`config.mk`:
```
export PLATFORM = sky130hd
export DESIGN_NAME = instr_fetch
export DESIGN_NICKNAME = d
export VERILOG_FILES = /design/src/rtl/cpu_pkg.sv /design/src/rtl/fetch_fifo.sv /design/src/rtl/instr_fetch.sv
export SDC_FILE = /design/constraint.sdc
export NUM_CORES = 1
export LEC_CHECK = 0
export CAP_MARGIN = 20
export CORE_AREA = 2 2 107 109
export DETAILED_ROUTE_END_ITERATION = 8
export DIE_AREA = 0 0 109 111
export GPL_ROUTABILITY_DRIVEN = 0
export PLACE_DENSITY = 0.72
export SYNTH_ARGS = -nofsm -noshare
export SYNTH_HDL_FRONTEND = slang
export SYNTH_SLANG_ARGS = --single-unit
```
`constraint.sdc`:
```
create_clock -name clk -period 3.27 [get_ports clk]
set_input_delay 0.654 -clock clk [delete_from_list [all_inputs] [get_ports clk]]
set_output_delay 0.654 -clock clk [all_outputs]
set_load 0.005 [all_outputs]
```
`src/rtl/cpu_pkg.sv`:
```
// cpu_pkg: shared CPU definitions used by the fetch unit and by Control.
//   WORD_W           - instruction / address word width (16)
//   word_t           - one machine word
//   NOP_INSTR        - bubble instruction issued when nothing real is available
//   RESET_PC_DEFAULT - first fetch address after reset
//   fetch_entry_t    - one fetched instruction together with its address
//   pc_next()        - sequential byte-address increment (wraps FFFE -> 0000)
package cpu_pkg;

    localparam int WORD_W = 16;

    typedef logic [WORD_W-1:0] word_t;

    localparam word_t NOP_INSTR        = 16'hE800;
    localparam word_t RESET_PC_DEFAULT = 16'h0000;

    typedef struct packed {
        word_t pc;
        word_t instr;
    } fetch_entry_t;

    // Instructions are one word (2 bytes); natural overflow gives the wrap.
    function automatic word_t pc_next(input word_t pc);
        return pc + word_t'(2);
    endfunction

endpackage

```
`src/rtl/fetch_fifo.sv`:
```
// fetch_fifo: small instruction buffer of {pc, instr} entries.
//   clk       - rising-edge clock
//   rst       - asynchronous active-low reset, empties the buffer
//   push      - write push_data at the tail (ignored when full without a pop)
//   push_data - entry to write
//   pop       - drop the head entry (ignored when empty)
//   flush     - discard all entries; wins over push and pop
//   head      - current head entry, combinational from storage
//   count     - number of valid entries (0..DEPTH)
module fetch_fifo
    import cpu_pkg::*;
#(
    parameter int DEPTH = 2,
    parameter int CNT_W = $clog2(DEPTH + 1)
) (
    input  logic             clk,
    input  logic             rst,
    input  logic             push,
    input  fetch_entry_t     push_data,
    input  logic             pop,
    input  logic             flush,
    output fetch_entry_t     head,
    output logic [CNT_W-1:0] count
);

    localparam int PW = (DEPTH > 1) ? $clog2(DEPTH) : 1;

    fetch_entry_t     entries_q [DEPTH];
    logic [PW-1:0]    wr_ptr_q, wr_ptr_d;
    logic [PW-1:0]    rd_ptr_q, rd_ptr_d;
    logic [CNT_W-1:0] count_q, count_d;
    logic             do_push, do_pop;

    // Pointer wrap works for any DEPTH, not only powers of two.
    function automatic logic [PW-1:0] ptr_inc(input logic [PW-1:0] p);
        return (p == PW'(DEPTH - 1)) ? '0 : p + PW'(1);
    endfunction

    always_comb begin
        do_pop   = pop && (count_q != '0);
        do_push  = push && ((count_q != CNT_W'(DEPTH)) || do_pop);
        wr_ptr_d = wr_ptr_q;
        rd_ptr_d = rd_ptr_q;
        count_d  = count_q;
        if (flush) begin
            wr_ptr_d = '0;
            rd_ptr_d = '0;
            count_d  = '0;
        end else begin
            if (do_push) wr_ptr_d = ptr_inc(wr_ptr_q);
            if (do_pop)  rd_ptr_d = ptr_inc(rd_ptr_q);
            count_d = count_q + CNT_W'(do_push) - CNT_W'(do_pop);
        end
    end

    always_ff @(posedge clk or negedge rst) begin
        if (!rst) begin
            wr_ptr_q <= '0;
            rd_ptr_q <= '0;
            count_q  <= '0;
            for (int i = 0; i < DEPTH; i++) entries_q[i] <= '0;
        end else begin
            wr_ptr_q <= wr_ptr_d;
            rd_ptr_q <= rd_ptr_d;
            count_q  <= count_d;
            for (int i = 0; i < DEPTH; i++) begin
                if (do_push && !flush && (wr_ptr_q == PW'(i))) entries_q[i] <= push_data;
            end
        end
    end

    assign head  = entries_q[rd_ptr_q];
    assign count = count_q;

endmodule

```
`src/rtl/instr_fetch.sv`:
```
// instr_fetch: instruction fetch unit feeding Control.
//   clk, rst        - rising-edge clock, asynchronous active-low reset
//   halt            - pipeline hold: no pop, no new request
//   redirect        - taken branch/jump: flush and restart at redirect_pc
//   redirect_pc     - new fetch address, valid with redirect
//   imem_req/addr   - fetch request and its address (held until granted)
//   imem_gnt        - request accepted this cycle
//   imem_rvalid/rdata - in-order read response
//   Instruct/instr_pc/instr_valid - instruction to Control, its address, real/bubble
module instr_fetch
    import cpu_pkg::*;
#(
    parameter word_t RESET_PC = RESET_PC_DEFAULT,
    parameter word_t NOP      = NOP_INSTR,
    parameter int    DEPTH    = 2
) (
    input  logic  clk,
    input  logic  rst,
    input  logic  halt,
    input  logic  redirect,
    input  word_t redirect_pc,
    output logic  imem_req,
    output word_t imem_addr,
    input  logic  imem_gnt,
    input  logic  imem_rvalid,
    input  word_t imem_rdata,
    output word_t Instruct,
    output word_t instr_pc,
    output logic  instr_valid
);

    localparam int CW = $clog2(DEPTH + 1);
    localparam int SW = CW + 2;   // room for buffered + outstanding + discard

    word_t         fetch_pc_q, fetch_pc_d;
    logic [CW-1:0] outstanding_q, outstanding_d;
    logic [CW-1:0] discard_q, discard_d;

    logic [CW-1:0] buf_count;
    fetch_entry_t  buf_head;
    fetch_entry_t  rsp_entry;
    logic          credit_ok, accept, rsp_live, rsp_drop, buf_push, buf_pop, buf_empty;

    // Every request still in flight (live or to be discarded) holds a buffer
    // slot, so a response can never find the buffer full.
    assign credit_ok = (SW'(buf_count) + SW'(outstanding_q) + SW'(discard_q)) < SW'(DEPTH);
    assign imem_req  = rst && !halt && !redirect && credit_ok;
    assign imem_addr = fetch_pc_q;
    assign accept    = imem_req && imem_gnt;

    // Stale responses are drained first; a response with nothing outstanding is ignored.
    assign rsp_drop = imem_rvalid && (discard_q != '0);
    assign rsp_live = imem_rvalid && (discard_q == '0) && (outstanding_q != '0);

    // Live requests are consecutive words ending just below fetch_pc_q, so the
    // oldest one sits 2*outstanding bytes back.
    assign rsp_entry.pc    = fetch_pc_q - (word_t'(outstanding_q) << 1);
    assign rsp_entry.instr = imem_rdata;

    assign buf_push = rsp_live && !redirect;
    assign buf_pop  = !halt && !redirect;

    always_comb begin
        fetch_pc_d    = fetch_pc_q;
        outstanding_d = outstanding_q - CW'(rsp_live) + CW'(accept);
        discard_d     = discard_q - CW'(rsp_drop);
        if (redirect) begin
            fetch_pc_d    = redirect_pc;
            // Everything still live becomes stale; accumulate onto any drain in progress.
            discard_d     = discard_d + outstanding_d;
            outstanding_d = '0;
        end else if (accept) begin
            fetch_pc_d = pc_next(fetch_pc_q);
        end
    end

    always_ff @(posedge clk or negedge rst) begin
        if (!rst) begin
            fetch_pc_q    <= RESET_PC;
            outstanding_q <= '0;
            discard_q     <= '0;
        end else begin
            fetch_pc_q    <= fetch_pc_d;
            outstanding_q <= outstanding_d;
            discard_q     <= discard_d;
        end
    end

    fetch_fifo #(
        .DEPTH (DEPTH),
        .CNT_W (CW)
    ) u_fifo (
        .clk       (clk),
        .rst       (rst),
        .push      (buf_push),
        .push_data (rsp_entry),
        .pop       (buf_pop),
        .flush     (redirect),
        .head      (buf_head),
        .count     (buf_count)
    );

    assign buf_empty   = (buf_count == '0);
    assign instr_valid = !buf_empty;
    assign Instruct    = buf_empty ? NOP : buf_head.instr;
    assign instr_pc    = buf_empty ? fetch_pc_q : buf_head.pc;

endmodule

```
==> metrics.md, run 1 <==
| Metric | Value |
|---|---|
| Cts hold-fix bufs | 0 |
| Clock network fraction of total power | 34.6% |
| Post-Syn Area | 4860 um2 |
| Max clock buf depth | 2 |
| DRC marker count from the first detailed-route iteration | 207 |
| Detailed placer's ending HPWL | 8270 um |
| Post-synth EDFFs | 0 |
| Crit path DAT | 2.49 ns |
| Min cycle time layout | 3.15 ns |
| Via/cell ratio | 5.65 |
| Final period util | 96.2% |
| Outcome | finished, final reports clean |
| R2r startpoint | outstanding_q[1]$_DFF_PN0_ |
| Worst reg2reg path endpoint | discard_q[1]$_DFF_PN0_ |
| Commonest non-fill, non-tap cell in the layout | dfrtp_1 |
| HP Class | in -> async |
| Flop pwr share | 42.1% |
| Count of pins over their slew limit | 0 |
| Full die area | 12100 um2 |
| GRT Total Usage | 21.3% |
| Drt first pass iters | 4 |
| Unique masters post-synth | 61 |
| CTS Buf Count | 9 |
| Synth area leaders | dfrtp_1 (45%), mux2_2 (10%), mux2i_1 (6.6%) |
| Max VDD drop | 342 uV |
| Root Driver | clkbuf_16 |
| Post-synthesis sequential area ratio | 45.3% |
| Share of layout cells above drive strength 1 | 19.2% |
| Main combinational cell family by area after synthesis | multiplexers |
| First-pass GRT wire length | 20200 um |
| Initial antenna violation count | 0 |
| Antenna viol nets, final | 0 |
| Number of cells on the worst reg-to-reg path | 15 |
| DRC violations left | 0 |
| Mux cell area share after synthesis | 19.3% |
| Worst Tran Pin Value | 0.979 ns |
| Rows | 39 |
| Die Width | 109 um |
| Share of the synthesized area in the top cell type | 45.3% |
| Syn Nets | 507 |
| PwrDens | 551 nW/um2 |
| Sw frac | 27.8% |
| Num ports | 88 |
| Largest net degree at the start of global routing | 51 |
| Overflow after GRT | 0 |
| CTS tree | built |
| Clk slew on worst S/H paths | 0.07 ns |
| Worst skew pair latency | 0.34 ns |
| Relative slew slack | 34.7% |
| DRT Wirelength | 12000 um |
| Post-synthesis cell count | 456 |
| Startpoint types | flop |
| Net load switching power | 973 uW |
| Adder-Cell Fraction of Synth Area | 3.66% |
| FF-to-FF setup slack | 0.12 ns |
| Post-DP Area | 5950 um2 |
| Commonest non-fill, non-tap cells in the layout | dfrtp_1 (87), clkdlybuf4s50_1 (85), mux2_2 (45), nand2_1 (36), mux2i_1 (32) |
| Vias in the first global route | 4052 |
| Ys async rst share | 100% |
| Synth Area per Inst | 10.7 um2 |
| DP Worst Slack | 0.0263 ns |
| Pint | 2.53 mW |
| Nets@finish | 593 |
| Compound-Gate Fraction of Synth Area | 9.38% |
| Max-cap violations | 0 |
| Flip-flop and latch count after synthesis | 88 |
| Ys flop type | dfrtp_1 |
| Final hold viol count | 0 |
| Final WS setup | 0.123 ns |
| Cell taking the most area after synthesis | dfrtp_1 |
| Core Footprint | 11100 um2 |
| Area grow syn2layout | 31.0% |
| DR WL/cell | 17.5 um |
| Endpoint class of the critical path | primary output |
| Clock skew | 0.00585 ns |
| Via Count | 3896 |
| Finished Cell Area | 6360 um2 |
| Critical-path maximum fanout | 2 |
| Maximum clock frequency | 0.318 GHz |
| Initial Util | 43.8% |
| N_diodes | 0 |
| CTS H-tree depth | 3 |
| Leak | 2.74 nW |
| Comb power frac | 23.2% |
| Die Y | 111 um |
| XOR/XNOR Fraction of Synth Area | 3.32% |
| Worst Setup Path Type | reg -> out |
| CTS Sinks | 88 |
| Simple-gate portion of the synthesized area | 14.4% |
| Synth warn | 0 |
| Worst Path Required | 2.62 ns |
| Final setup viols | 0 |
| Port Buffers | 87 |
metal layers:
layer | vias to the layer above | track usage, % | wire length [um]
met5 | - | 0 | 0
met4 | 0 | 5.98 | 132
met3 | 10 | 4.41 | 627
met2 | 112 | 35.3 | 5970
met1 | 1954 | 28.1 | 5310
li1 | 1820 | - | -
state kept, by name, summed over array words and instances, names as in the netlist:
register and flops:
u_fifo.entries_q 64, imem_addr 16, discard_q 2, outstanding_q 2
u_fifo.count 2, u_fifo.rd_ptr_q 1, u_fifo.wr_ptr_q 1
timing repair:
item | CTS | global route
pin swaps | 1 | 2
endpoints found under the setup margin | 1 | 2
buffers inserted | 1 | 1
resized for setup | 2 | 7
endpoints found under the hold margin | 0 | 0
cells in the mapped netlist, types with 2 or more instances:
cell type	n
dfrtp_1	88
mux2_2	45
nand2_1	36
mux2i_1	32
o21ai_0	23
nor2_1	21
a21oi_1	18
clkbuf_1	18
inv_1	18
xnor2_1	12
buf_2	11
ha_1	11
mux2_1	10
nand4_1	9
nor3_1	9
nand3_1	8
or3_1	6
a221o_1	5
and4_1	5
nand3b_1	5
a21o_1	4
a31oi_1	4
nor2b_1	4
o21ai_1	4
or4_1	4
nor4_1	3
o311ai_1	3
a2bb2oi_1	2
clkinv_1	2
fa_1	2
nor3b_1	2
o211ai_1	2
xor2_1	2
logic make-up (layout without fill, tap and decap cells):
group | count (synthesis) | count (layout)
AO/OA/AOI/OAI | 73 | 73
adder cells (fa/ha/maj) | 13 | 13
XOR/XNOR | 16 | 16
AND/OR/NAND/NOR | 127 | 127
multiplexers | 87 | 87
flip-flops | 88 | 88
buffers and inverters | 52 | 143
power groups by stage:
stage          sequential [mW]  combinational [mW]  clock [mW]
5_1_grt                   1.51               0.910        1.29
3_5_place_dp              1.50               0.789           0
6_report                  1.48               0.814        1.21
3_3_place_gp              1.48               0.762           0
2_1_floorplan             1.42               0.514           0
4_1_cts                   1.47               0.796        1.23
layout make-up:
cell class | count | area, um2
repair buffers | 106 | 1040
flip-flops and latches | 88 | 2200
clock inverters | 6 | 115
well taps | 143 | 179
multi-input cells | 316 | 2510
inverters | 21 | 78.8
fillers | 976 | 4720
clock buffers | 10 | 239
worst max-delay path: stages (launching register included):
cell and delay (ns):
dfrtp_1 0.37, inv_2 0.06, fa_1 0.52, inv_2 0.05
ha_4 0.21, or4b_4 0.49, nor3b_2 0.21, dlygate4sd2_1 0.26
worst max path at each step:
stage / depth (start not counted) / end / slack [ns] / start
2_1_floorplan: 15 / discard_q[1]$_DFF_PN0_ / 0.007 / outstanding_q[1]$_DFF_PN0_
3_3_place_gp: 7 / imem_req / 0.04 / discard_q[1]$_DFF_PN0_
3_5_place_dp: 7 / imem_req / 0.03 / discard_q[1]$_DFF_PN0_
4_1_cts: 15 / discard_q[1]$_DFF_PN0_ / 0.04 / discard_q[1]$_DFF_PN0_
5_1_grt: 15 / discard_q[1]$_DFF_PN0_ / -0.009 / discard_q[1]$_DFF_PN0_
6_report: 7 / imem_req / 0.12 / outstanding_q[1]$_DFF_PN0_
metrics by stage:
| step | power, mW | std cells | hold WS, ns | setup TNS [ns] | util (%) |
|---|---|---|---|---|---|
| floorplan | 1.93 | 456 | 0.358 | 0 | - |
| global placement | 2.24 | 672 | 0.467 | 0 | 53.8 |
| detailed placement | 2.28 | 672 | 0.475 | 0 | 53.8 |
| CTS | 3.50 | 689 | 0.428 | 0 | 57.1 |
| global route | 3.71 | 690 | 0.469 | -0.00884 | 57.4 |
| finish | 3.50 | 690 | 0.406 | 0 | 57.4 |
(Power assumes the default switching activity.)
==> inputs of run 2 (changes only) <==
--- a/constraint.sdc
+++ b/constraint.sdc
@@ -3,2 +3,2 @@
 set_output_delay 0.654 -clock clk [all_outputs]
-set_load 0.005 [all_outputs]
+set_load 0.1 [all_outputs]
==> metrics.md, run 2 (same netlist as run 1, synthesis figures left out) <==
| Metric | Value |
|---|---|
| Flop pwr share | 40.2% |
| Nets@finish | 592 |
| Overflow after GRT | 0 |
| Core Footprint | 11100 um2 |
| Clock network fraction of total power | 25.5% |
| CTS Sinks | 88 |
| Initial antenna violation count | 0 |
| Largest net degree at the start of global routing | 56 |
| Final hold viol count | 0 |
| Cts hold-fix bufs | 0 |
| CTS tree | built |
| Final period util | 98.8% |
| GRT Total Usage | 21.6% |
| Share of layout cells above drive strength 1 | 27.5% |
| Leak | 2.80 nW |
| Critical Path Sink | imem_req |
| CTS Buf Count | 9 |
| Top delay family on crit path | simple AND/OR/NAND/NOR gates |
| Port Buffers | 87 |
| Via/cell ratio | 5.64 |
| Relative slew slack | 29.9% |
| Max FFs per register | 64 |
| Full die area | 12100 um2 |
| Comb power frac | 34.3% |
| Worst Path Required | 2.62 ns |
| Max clock buf depth | 2 |
| First-pass GRT wire length | 20600 um |
| Sw frac | 37.7% |
| Via Count | 3883 |
| RSZ-0062 raised after global routing | true |
| Commonest non-fill, non-tap cell in the layout | dfrtp_1 |
| WP depth | 7 |
| Rows | 39 |
| Clk slew on worst S/H paths | 0.06 ns |
| Setup TNS | 0 ns |
| Drt first pass iters | 4 |
| Worst Setup Path Type | reg -> out |
| DRT Wirelength | 12200 um |
| Area grow syn2layout | 29.9% |
| Slowest Stage Delay on Critical Path | 0.54 ns |
| Net load switching power | 1.39 mW |
| Commonest non-fill, non-tap cells in the layout | dfrtp_1 (87), buf_4 (53), mux2_2 (45), nand2_1 (36), clkdlybuf4s50_1 (36) |
| Antenna viol nets, final | 0 |
| Number of cells on the worst reg-to-reg path | 14 |
| Vias in the first global route | 4094 |
| CP Buf/Inv Count | 3 |
| DR WL/cell | 17.7 um |
| Worst setup path startpoint | outstanding_q[1]$_DFF_PN0_ |
| PwrDens | 584 nW/um2 |
| Critical-path maximum fanout | 3 |
| Detailed placer's ending HPWL | 8360 um |
| Pint | 2.30 mW |
| HP Class | in -> async |
| Slowest-stage cell, CP | fa_1 |
| Final core utilization | 57.0% |
| DRC violations left | 0 |
| CTS H-tree depth | 3 |
| Count of pins over their slew limit | 0 |
| Worst Tran Pin Value | 1.05 ns |
| Root Driver | clkbuf_16 |
| Worst skew pair latency | 0.33 ns |
| Most flop-heavy register | u_fifo.entries_q |
| FF-to-FF setup slack | 0.18 ns |
| R2r startpoint | outstanding_q[1]$_DFF_PN0_ |
| Final setup viols | 0 |
| N_diodes | 0 |
| Initial Util | 43.8% |
| Outcome | finished, final reports clean |
| Crit path DAT | 2.58 ns |
| DRC marker count from the first detailed-route iteration | 259 |
| Maximum clock frequency | 0.310 GHz |
| Min cycle time layout | 3.23 ns |
| Critical Path, Cell by Cell | inv_2, fa_1, inv_2, ha_4, or4b_4, nor3b_4, buf_12 |
| Startpoint types | flop |
| CP dominant cell by count | inv_2 |
| Die Width | 109 um |
| Endpoint class of the critical path | primary output |
| Max-cap violations | 0 |
| Clock skew | 0.00689 ns |
| Worst reg2reg path endpoint | discard_q[1]$_DFF_PN0_ |
| Num ports | 88 |
| Die Y | 111 um |
| Max VDD drop | 318 uV |
==> run 2: per-stage QoR <==
step / power, mW / worst slack, ns / area [um2] / hold WS (ns) / cells
after floorplan: 2.36 / -0.116 / 4910 / 0.358 / 456
after global placement: 2.70 / 0.175 / 6020 / 0.467 / 671
final: 3.68 / 0.0407 / 6310 / 0.384 / 689
after detailed placement: 2.75 / 0.106 / 6020 / 0.475 / 671
after global routing: 3.88 / -0.0300 / 6310 / 0.420 / 689
after CTS: 3.71 / 0.0218 / 6300 / 0.393 / 688
==> run 2: timing repair <==
| item | in CTS | in global routing |
|---|---|---|
| endpoints found under the setup margin | 1 | 2 |
| gates resized for setup | 1 | 1 |
| pin swaps | 2 | 3 |
| buffers inserted | 1 | 1 |
| endpoints found under the hold margin | 0 | 0 |
==> run 2: how the worst min path moves through the flow <==
stage | to | slack, ns
finish | imem_addr[3]$_DFFE_PN0N_ | 0.38
detailed placement | u_fifo.entries_q[22]$_DFFE_PN0P_ | 0.47
CTS | imem_addr[3]$_DFFE_PN0N_ | 0.39
global placement | u_fifo.entries_q[22]$_DFFE_PN0P_ | 0.47
floorplan | discard_q[0]$_DFF_PN0_ | 0.36
global route | imem_addr[3]$_DFFE_PN0N_ | 0.42
==> run 2: final cells by class <==
type / instances / area, um2
Inverter: 21 / 78.8
Clock inverter: 6 / 36.3
Clock buffer: 10 / 229
Sequential cell: 88 / 2200
Tap cell: 143 / 179
Timing Repair Buffer: 105 / 1080
Multi-Input combinational cell: 316 / 2510
Fill cell: 953 / 4770
==> run 2: routing by layer <==
metal	vias to the layer above	GRT usage, %	share of wire [%]
met5	-	0	0
met4	0	5.47	1.4
met3	13	4.88	5.6
met2	121	35.4	49
met1	1939	28.8	44
li1	1810	-	-
==> run 2: power by group through the flow <==
stage | Clock, mW | Combinational [mW] | Sequential [mW]
after floorplan | 0 | 0.784 | 1.58
after global placement | 0 | 1.22 | 1.48
after detailed placement | 0 | 1.25 | 1.50
after CTS | 0.960 | 1.27 | 1.48
after global routing | 1.01 | 1.36 | 1.51
final | 0.940 | 1.26 | 1.48
